$ cat config.mk
export PLATFORM = sky130hd
export DESIGN_NAME = mem_responder
export DESIGN_NICKNAME = d
export VERILOG_FILES = /design/src/rtl/risc_pkg.sv /design/src/rtl/mem_responder_mem_array.sv /design/src/rtl/mem_responder.sv
export SDC_FILE = /design/constraint.sdc
export NUM_CORES = 1
export LEC_CHECK = 0
export CAP_MARGIN = 20
export CELL_PAD_IN_SITES_DETAIL_PLACEMENT = 1
export CELL_PAD_IN_SITES_GLOBAL_PLACEMENT = 2
export CORE_MARGIN = 1
export CORE_UTILIZATION = 30
export CTS_BUF_LIST = sky130_fd_sc_hd__clkbuf_8
export CTS_CLUSTER_DIAMETER = 200
export DETAILED_ROUTE_END_ITERATION = 7
export PLACE_DENSITY = 0.54
export SLEW_MARGIN = 5
export SYNTH_ARGS = -nofsm -noshare
export SYNTH_HDL_FRONTEND = slang
export SYNTH_SLANG_ARGS = --single-unit
$ cat constraint.sdc
create_clock -name clk -period 3.03 [get_ports clk]
set_input_delay 0.4545 -clock clk [delete_from_list [all_inputs] [get_ports clk]]
set_output_delay 0.4545 -clock clk [all_outputs]
set_load 0.005 [all_outputs]
$ cat src/rtl/risc_pkg.sv
// Shared types and constants for the 8-bit multicycle RISC bus.
// Latency: n/a (declarations only).
// Backpressure: n/a.
package risc_pkg;

  localparam int ADDR_W = 5;
  localparam int DATA_W = 8;

  // Memory responder FSM states
  typedef enum logic [2:0] {
    IDLE  = 3'd0,
    RWAIT = 3'd1,
    RRESP = 3'd2,
    WWAIT = 3'd3,
    WRESP = 3'd4
  } mem_state_t;

  // Instruction opcodes, top three bits of an instruction byte
  typedef enum logic [2:0] {
    HLT = 3'd0,
    SKZ = 3'd1,
    ADD = 3'd2,
    AND = 3'd3,
    XOR = 3'd4,
    LDA = 3'd5,
    STO = 3'd6,
    JMP = 3'd7
  } opcode_t;

  // Pack an opcode and a 5-bit operand address into one instruction byte
  function automatic logic [7:0] make_instr(opcode_t op, logic [4:0] operand);
    return {op, operand};
  endfunction

endpackage

$ cat src/rtl/mem_responder_mem_array.sv
// Unified instruction/data storage, 2**ADDR_W x DATA_W, one write port.
// Latency: write lands on the clock edge, read is combinational.
// Backpressure: none; every write strobe is accepted.
module mem_array #(
  parameter int ADDR_W = 5,
  parameter int DATA_W = 8
) (
  input  logic              clk,
  input  logic              we,
  input  logic [ADDR_W-1:0] waddr,
  input  logic [DATA_W-1:0] wdata,
  input  logic [ADDR_W-1:0] raddr,
  output logic [DATA_W-1:0] rdata
);

  // Contents are deliberately not reset so a preloaded image survives rst_n
  logic [DATA_W-1:0] mem [2**ADDR_W];

  // Single synchronous write port
  always_ff @(posedge clk) begin
    if (we) mem[waddr] <= wdata;
  end

  assign rdata = mem[raddr];

endmodule

$ cat src/rtl/mem_responder.sv
// Memory-side responder: answers rd/wr level requests after WAIT_STATES cycles.
// Latency: read data/ready appear WAIT_STATES+1 edges after the capture edge.
// Backpressure: ready and rdata are held while the initiator holds its request.
// Optional feature: define MEM_PROT_EN to block bus writes below PROT_LIMIT.
module mem_responder #(
  parameter int ADDR_W      = risc_pkg::ADDR_W,
  parameter int DATA_W      = risc_pkg::DATA_W,
  parameter int WAIT_STATES = 1,
  parameter int PROT_LIMIT  = 16
) (
  input  logic              clk,
  input  logic              rst_n,
  input  logic [ADDR_W-1:0] addr,
  input  logic              rd,
  input  logic              wr,
  input  logic [DATA_W-1:0] wdata,
  output logic [DATA_W-1:0] rdata,
  output logic              rdata_oe,
  output logic              ready,
  output logic              err,
  input  logic              ld_we,
  input  logic [ADDR_W-1:0] ld_addr,
  input  logic [DATA_W-1:0] ld_data
);

  import risc_pkg::*;

  localparam logic [4:0] WS_V    = 5'(WAIT_STATES);
  localparam bit         WS_ZERO = (WAIT_STATES == 0);

  mem_state_t        state;
  logic [3:0]        cnt;
  logic [ADDR_W-1:0] cap_addr;
  logic [DATA_W-1:0] cap_data;
  // Set once the bus has been seen idle; prevents held levels re-triggering
  logic              armed;

  logic              last_wait;
  logic              start_wr;
  logic              start_rd;
  logic              preload;
  logic              wr_commit;
  logic              prot_hit;
  logic [ADDR_W-1:0] commit_addr;
  logic [DATA_W-1:0] commit_data;
  logic              mem_we;
  logic [ADDR_W-1:0] mem_waddr;
  logic [DATA_W-1:0] mem_wdata;
  logic [DATA_W-1:0] mem_rdata;

  // Request decode and the single write-port mux (FSM commit vs preload)
  always_comb begin
    last_wait   = (({1'b0, cnt} + 5'd1) == WS_V);
    start_wr    = (state == IDLE) && armed && wr;
    start_rd    = (state == IDLE) && armed && !wr && rd;
    preload     = (state == IDLE) && !rd && !wr && ld_we;
    // With zero wait states the commit happens on the capture edge itself
    wr_commit   = (start_wr && WS_ZERO) || ((state == WWAIT) && wr && last_wait);
    commit_addr = (state == IDLE) ? addr  : cap_addr;
    commit_data = (state == IDLE) ? wdata : cap_data;
`ifdef MEM_PROT_EN
    prot_hit    = ({1'b0, commit_addr} < (ADDR_W+1)'(PROT_LIMIT));
`else
    prot_hit    = 1'b0;
`endif
    // Gate with rst_n so a request held through reset never commits
    mem_we      = rst_n && (preload || (wr_commit && !prot_hit));
    mem_waddr   = preload ? ld_addr : commit_addr;
    mem_wdata   = preload ? ld_data : commit_data;
  end

  mem_array #(
    .ADDR_W (ADDR_W),
    .DATA_W (DATA_W)
  ) u_mem (
    .clk   (clk),
    .we    (mem_we),
    .waddr (mem_waddr),
    .wdata (mem_wdata),
    .raddr (cap_addr),
    .rdata (mem_rdata)
  );

  // Request FSM with registered response outputs and sticky error
  always_ff @(posedge clk or negedge rst_n) begin
    if (!rst_n) begin
      state    <= IDLE;
      cnt      <= '0;
      cap_addr <= '0;
      cap_data <= '0;
      armed    <= 1'b1;
      rdata    <= '0;
      rdata_oe <= 1'b0;
      ready    <= 1'b0;
      err      <= 1'b0;
    end else begin
`ifdef MEM_PROT_EN
      if (wr_commit && prot_hit) err <= 1'b1;
`endif
      case (state)
        IDLE: begin
          if (!rd && !wr) armed <= 1'b1;
          if (start_wr) begin
            cap_addr <= addr;
            cap_data <= wdata;
            cnt      <= '0;
            armed    <= 1'b0;
            if (rd) err <= 1'b1;
            if (WS_ZERO) begin
              state <= WRESP;
              ready <= 1'b1;
            end else begin
              state <= WWAIT;
            end
          end else if (start_rd) begin
            cap_addr <= addr;
            cnt      <= '0;
            armed    <= 1'b0;
            state    <= WS_ZERO ? RRESP : RWAIT;
          end
        end
        RWAIT: begin
          if (!rd) begin
            state <= IDLE;
            err   <= 1'b1;
          end else begin
            cnt <= cnt + 4'd1;
            if (last_wait) state <= RRESP;
          end
        end
        RRESP: begin
          if (!rd) begin
            state    <= IDLE;
            rdata    <= '0;
            rdata_oe <= 1'b0;
            ready    <= 1'b0;
          end else begin
            rdata    <= mem_rdata;
            rdata_oe <= 1'b1;
            ready    <= 1'b1;
          end
        end
        WWAIT: begin
          if (!wr) begin
            state <= IDLE;
            err   <= 1'b1;
          end else begin
            cnt <= cnt + 4'd1;
            if (last_wait) begin
              state <= WRESP;
              ready <= 1'b1;
            end
          end
        end
        WRESP: begin
          if (!wr) begin
            state <= IDLE;
            ready <= 1'b0;
          end else begin
            ready <= 1'b1;
          end
        end
        default: state <= IDLE;
      endcase
    end
  end

endmodule

==> metrics, run 1 <==
Post-DRT Antenna Nets=0; endpoints failing hold=0; CP cell instances=mux4_1 > mux2_2 > a221oi_1 > o41ai_1; vias after detailed routing=6803; outcome=complete, no violations; Placed Area=0.01352 mm^2; cts bufs inserted=49; Overflow after GRT=0; IO Pins=42; skew final=0.03344 ns; area share of the largest cell type after synthesis=63.91%; R2R depth=4; reg-to-reg startpoint=cap_addr[0]; Max-slew headroom=47.98%; GPL Wtd Cong=0.8353; number of levels in the clock H-tree=2; Clock Latency Late Sink=0.60 ns; Setup Fix Bufs, Post-CTS=0; worst path arrival time=3.14 ns; CTS tree=built; Async S/R FF share, synth=11.11%; WL per Instance=23.99 um; Die H=202.2 um; cell count after synthesis=707; synthesized area=0.01203 mm^2; DR iter-0 viols=368; Final HPWL DP=22.05 mm; VDD IR-drop max=392.7 uV; dominant cells by area after synthesis=edfxtp_1 64%, dfrtp_1 6.4%, mux2i_1 5.0%, mux2_2 4.1%, mux4_1 3.3%; GRT Total Usage=16.50%; syn_nets=740; count leader, synth=edfxtp_1; 1st-pass router iterations=5; antenna violations before repair=0; Hold Worst Slack=0.3372 ns; Setup crit start=cap_addr[0]; Fmax achieved=0.3691 GHz; final slew viol count=0; Final #Nets=863; Ys Warns=0; power per cell area=920.2 mW/mm^2; Synth area leader=edfxtp_1; Syn-to-layout area delta=20.15%; CTS sink count=288; Worst setup endpoint=rdata[3]; worst flop-to-flop path endpoint=rdata[3]; count of cell types in the netlist=48; R2R Setup Slk=0.32 ns; DRC errors left=0; post-place setup slack=0.2390 ns; Mapped Avg Cell Area=17.01 um^2; critical path capture point type=register; FILL cells=3968; Slowest-stage cell, CP=dfrtp_4; layout cell share with drive strength beyond 1=24.34%; most common flop cell mapped by yosys=edfxtp_1; largest net degree at the start of global routing=36; Final setup viols=0; Period Utilization, post-route=89.42%; worst stage delay on the critical path=0.78 ns; EDFF count, synth=256; die area=0.04090 mm^2; Core Box Area=0.03910 mm^2; max cap viols=0; TNS Setup=0 ns; synthesized flop and latch total=288; Starting Density=30.76%; RSZ-0062 raised after global routing=false; Worst setup SP type=register; final wirelength=33.22 mm; Seq/Total Area, Yosys=70.58%; kind of critical path=register to register; clk slew on worst S/H paths=0.06 ns; post-route cell area=0.01445 mm^2; crit path max fanout=29; Rows=72; first-pass GRT wire length=49.12 mm; Hold Path Class=input pin to asynchronous set/reset pin; number of global-route vias before repair=7526; CTS Buffer Depth=3; vias per cell=4.912; Leakage=5.019 nW; most frequent cells after synthesis=256 x edfxtp_1, 60 x mux2i_1, 48 x nor2_1; Worst Tran Pin Value=0.7774 ns; # diodes=0; Setup WS post-layout=0.3206 ns; Die X=202.2 um; PortBufs=41; CTS root buf=clkbuf_8; Min Clock Period, post-route=2.709 ns; critical path required time=3.46 ns
## registers in the layout, summed over array words and instances, names as in the netlist
signal and count:
ready 1, err 1, rdata 8, cap_data 8
rdata_oe 1, u_mem.mem 256, armed 1, cap_addr 5
cnt 4, state 3
## cell usage in the layout (no fill, tap or decap), drive strengths merged, types with 6 or more instances in the layout
cell,instances
clkinv,16
nand2,32
nand3,11
a221oi,8
o21ai,16
dfrtp,31
o22ai,9
edfxtp,256
mux4,32
o41ai,11
clkbuf,52
nor2b,14
inv,22
clkdlybuf4s50,40
a31oi,6
buf,69
a211oi,9
mux2i,60
a22oi,16
mux2,44
nor2,48
a21oi,28
nand2b,6
## metal layers
metal  track usage, %  up-vias  part of all wire [%]  routed length, um
met3            2.806       44                   3.9               1289
met4            4.646        0                   1.7                578
met1            23.03     3543                    47              15570
met2            26.44      138                    47              15780
met5                0        -                     0                  0
li1                 -     3078                     -                  -
## kinds of logic (layout without fill, tap and decap cells)
family,count (synthesis),after routing,share of synthesized area (%)
flip-flops,288,288,70.58
multiplexers,136,136,15.57
AND/OR/NAND/NOR,128,128,5.233
AO/OA/AOI/OAI,110,110,6.169
buffers and inverters,43,203,2.237
adder cells (fa/ha/maj),2,2,0.2080
## critical path, delay by kind of cell, from the launching register on
| family | cells | cell delay (ns) |
|---|---|---|
| multiplexers | 2 | 0.97 |
| flip-flops | 1 | 0.78 |
| AO/OA/AOI/OAI | 2 | 0.77 |
## worst min-delay path by stage
stage	from	endpoint	slack, ns	cells past startpoint
finish	rst_n	cap_addr[3]	0.34	2
floorplan	rst_n	cap_addr[0]	0.16	0
CTS	rst_n	rdata[6]	0.29	2
detailed placement	rst_n	rdata[2]	0.40	1
global route	rst_n	rdata[6]	0.33	2
global placement	rst_n	rdata[2]	0.39	1
## stage by stage
| stage | util [%] | cells | total power [W] |
|---|---|---|---|
| floorplan | - | 707 | 0.008171 |
| global route | 36.96 | 1385 | 0.01396 |
| global placement | 34.54 | 1295 | 0.01002 |
| CTS | 36.96 | 1385 | 0.01353 |
| detailed placement | 34.57 | 1296 | 0.01014 |
| finish | 36.96 | 1385 | 0.01330 |
## what timing repair did
| item | CTS | global route |
|---|---|---|
| hold buffers | 1 | 0 |
| hold endpoints to repair | 9 | 0 |
| gates resized for setup | 0 | 0 |
## where the power goes
| part | total, W | switching, W | leakage (nW) | internal, W |
|---|---|---|---|---|
| sequential | 0.00544 | 0.000347 | 2.70 | 0.00509 |
| clock | 0.00333 | 0.00157 | 0.530 | 0.00176 |
| combinational | 0.00453 | 0.00270 | 1.79 | 0.00183 |
## cell type report
cell class	count	area, um^2	share of cell area (%)
flip-flops and latches	288	8493	58.77
multi-input cells	376	3299	22.83
repair buffers	110	1067	7.385
clock buffers	52	715.7	4.952
well taps	518	648.1	4.485
clock inverters	36	209.0	1.446
inverters	5	18.77	0.1299
Note: power is estimated with default switching activity, not from simulation.
==> inputs of run 2 (changes only) <==
Settings changed: ABC_CLOCK_PERIOD_IN_PS set to 3030.
==> results of run 2 <==
The final DEF is identical to that of run 1; final timing and power are the same.
==> inputs of run 3 (changes only) <==
Settings changed: CORE_MARGIN 1 to 2.
==> metrics, run 3 (synthesis results as in run 1) <==
Worst Tran Pin Value=0.7246 ns (-0.05281 ns); first-pass GRT wire length=49.20 mm (+0.15%); Reg with most FFs=u_mem.mem; die area=0.04171 mm^2 (+2.0%); Overflow after GRT=0 (unchanged); endpoints failing hold=0 (unchanged); DRC errors left=0 (unchanged); Setup WS post-layout=0.2626 ns (-0.05807 ns); CTS tree=built; final wirelength=32.79 mm (-1.3%); Die X=204.2 um (+0.99%); Die H=204.2 um (+0.99%); vias after detailed routing=6810 (+0.10%); cts bufs inserted=49 (unchanged); number of levels in the clock H-tree=2 (unchanged); antenna violations before repair=0 (unchanged); Util after Layout=36.45% (-0.51 points); switching power=0.004594 W (-0.43%); Worst setup SP type=register; post-route cell area=0.01445 mm^2 (about the same); Rows=73 (+1.4%); Max-slew headroom=51.51% (+3.5 points); Starting Density=30.34% (-0.42 points); kind of critical path=register to register; Min Clock Period, post-route=2.767 ns (+0.05807 ns); GRT Total Usage=16.20% (-0.30 points); clk slew on worst S/H paths=0.06 ns (about the same); post-place setup slack=0.1278 ns (-0.1112 ns); vias per cell=4.899 (-0.26%); WL per Instance=23.59 um (-1.6%); critical path required time=3.48 ns (+0.02 ns); Post-CTS Hold Fix Bufs=1 (unchanged); PortBufs=41 (unchanged); Hold Worst Slack=0.3285 ns (-0.008650 ns); CTS sink count=288 (unchanged); Top Registers=u_mem.mem: 256 flops, cap_data: 8 flops, rdata: 8 flops; Setup Fix Bufs, Post-CTS=0 (unchanged); number of global-route vias before repair=7581 (+0.73%); Clk network pwr share=25.4% (+0.4 points); Clock Latency Late Sink=0.59 ns (about the same); Internal=0.008784 W (+1.1%); Final setup viols=0 (unchanged); Final HPWL DP=22.22 mm (+0.76%); FILL cells=3981 (+0.33%); DR iter-0 viols=486 (+32%); Period Utilization, post-route=91.33% (+1.9 points); number of gates resized after cts=0 (unchanged); VDD IR-drop max=360.4 uV (-8.2%); skew final=0.02155 ns (-0.01189 ns); worst path arrival time=3.22 ns (+0.08 ns); final slew viol count=0 (unchanged); IO Pins=42 (unchanged); Sw Share=34.34% (-0.35 points); total power=0.01338 W (+0.60%); crit path max fanout=28 (-3.4%); critical path capture point type=register; CTS Buffer Depth=3 (unchanged); Hold Path Class=input pin to asynchronous set/reset pin; power per cell area=925.8 mW/mm^2 (+0.61%); Fmax achieved=0.3613 GHz (-2.1%); Comb power frac=34.2% (about the same); largest net degree at the start of global routing=48 (+33%); 1st-pass router iterations=4 (-1); most common cell after layout, fill and taps aside=edfxtp_1; commonest cells after routing, fill and taps aside=256 x edfxtp_1, 60 x mux2i_1, 59 x buf_4, 49 x clkbuf_8, 48 x nor2_1; Syn-to-layout area delta=20.14% (about the same); layout cell share with drive strength beyond 1=24.19% (-0.15 points); max cap viols=0 (unchanged); outcome=complete, no violations; Final #Nets=864 (+0.12%); Placed Area=0.01351 mm^2 (about the same); RSZ-0062 raised after global routing=false; Leakage=5.002 nW (-0.34%); Core Box Area=0.03964 mm^2 (+1.4%); GPL Wtd Cong=0.8458 (+1.3%); CTS root buf=clkbuf_8; sequential share of power=40.4% (-0.5 points); Largest register FFs=256 (unchanged); Post-DRT Antenna Nets=0 (unchanged)
## run 3: critical path, stage by stage (launching register included)
cell	delay, ns
dfrtp_4	0.77
buf_4	0.44
buf_4	0.30
mux2i_1	0.26
a21oi_1	0.10
a221oi_1	0.47
buf_4	0.19
o41ai_1	0.06
## run 3: layout make-up
class	count	area, um^2	share of cell area (%)
Inverter	5	18.77	0.1299
Clock inverter	35	255.2	1.766
Tap cell	525	656.9	4.546
Multi-Input combinational cell	376	3299	22.83
Timing Repair Buffer	111	1050	7.265
Clock buffer	49	674.4	4.667
Sequential cell	288	8493	58.78
Antenna cell	1	2.502	0.01732
## run 3: power groups by stage
| stage | Clock (W) | Sequential [W] | Combinational, W |
|---|---|---|---|
| after floorplan | 0 | 0.00533 | 0.00285 |
| after global placement | 0 | 0.00548 | 0.00456 |
| after detailed placement | 0 | 0.00549 | 0.00466 |
| after CTS | 0.00351 | 0.00541 | 0.00467 |
| after global routing | 0.00367 | 0.00544 | 0.00495 |
| final | 0.00340 | 0.00541 | 0.00457 |
## run 3: final timing paths
path                              from          end  slack (ns)  cells after the start
min reg2reg                cap_data[6]  cap_data[6]        0.51                      1
max in group asynchronous        rst_n        armed        1.97                      3
min in group clk           cap_data[6]  cap_data[6]        0.51                      1
min                              rst_n     rdata[2]        0.33                      2
max reg2reg                cap_addr[0]     rdata[4]        0.26                      7
max                        cap_addr[0]     rdata[4]        0.26                      7
## run 3: metrics by stage
stage	TNS [ns]	cells
after detailed placement	0	1304
final	0	1390
after floorplan	-9.258	707
after global routing	0	1389
after global placement	0	1303
after CTS	0	1389
## run 3: routing by layer
| layer | GRT usage, % | part of all wire (%) | vias to the layer above |
|---|---|---|---|
| met5 | 0 | 0 | - |
| met4 | 4.451 | 1.6 | 0 |
| met3 | 3.013 | 4.5 | 36 |
| met2 | 26.79 | 49 | 114 |
| met1 | 21.83 | 45 | 3580 |
| li1 | - | - | 3080 |
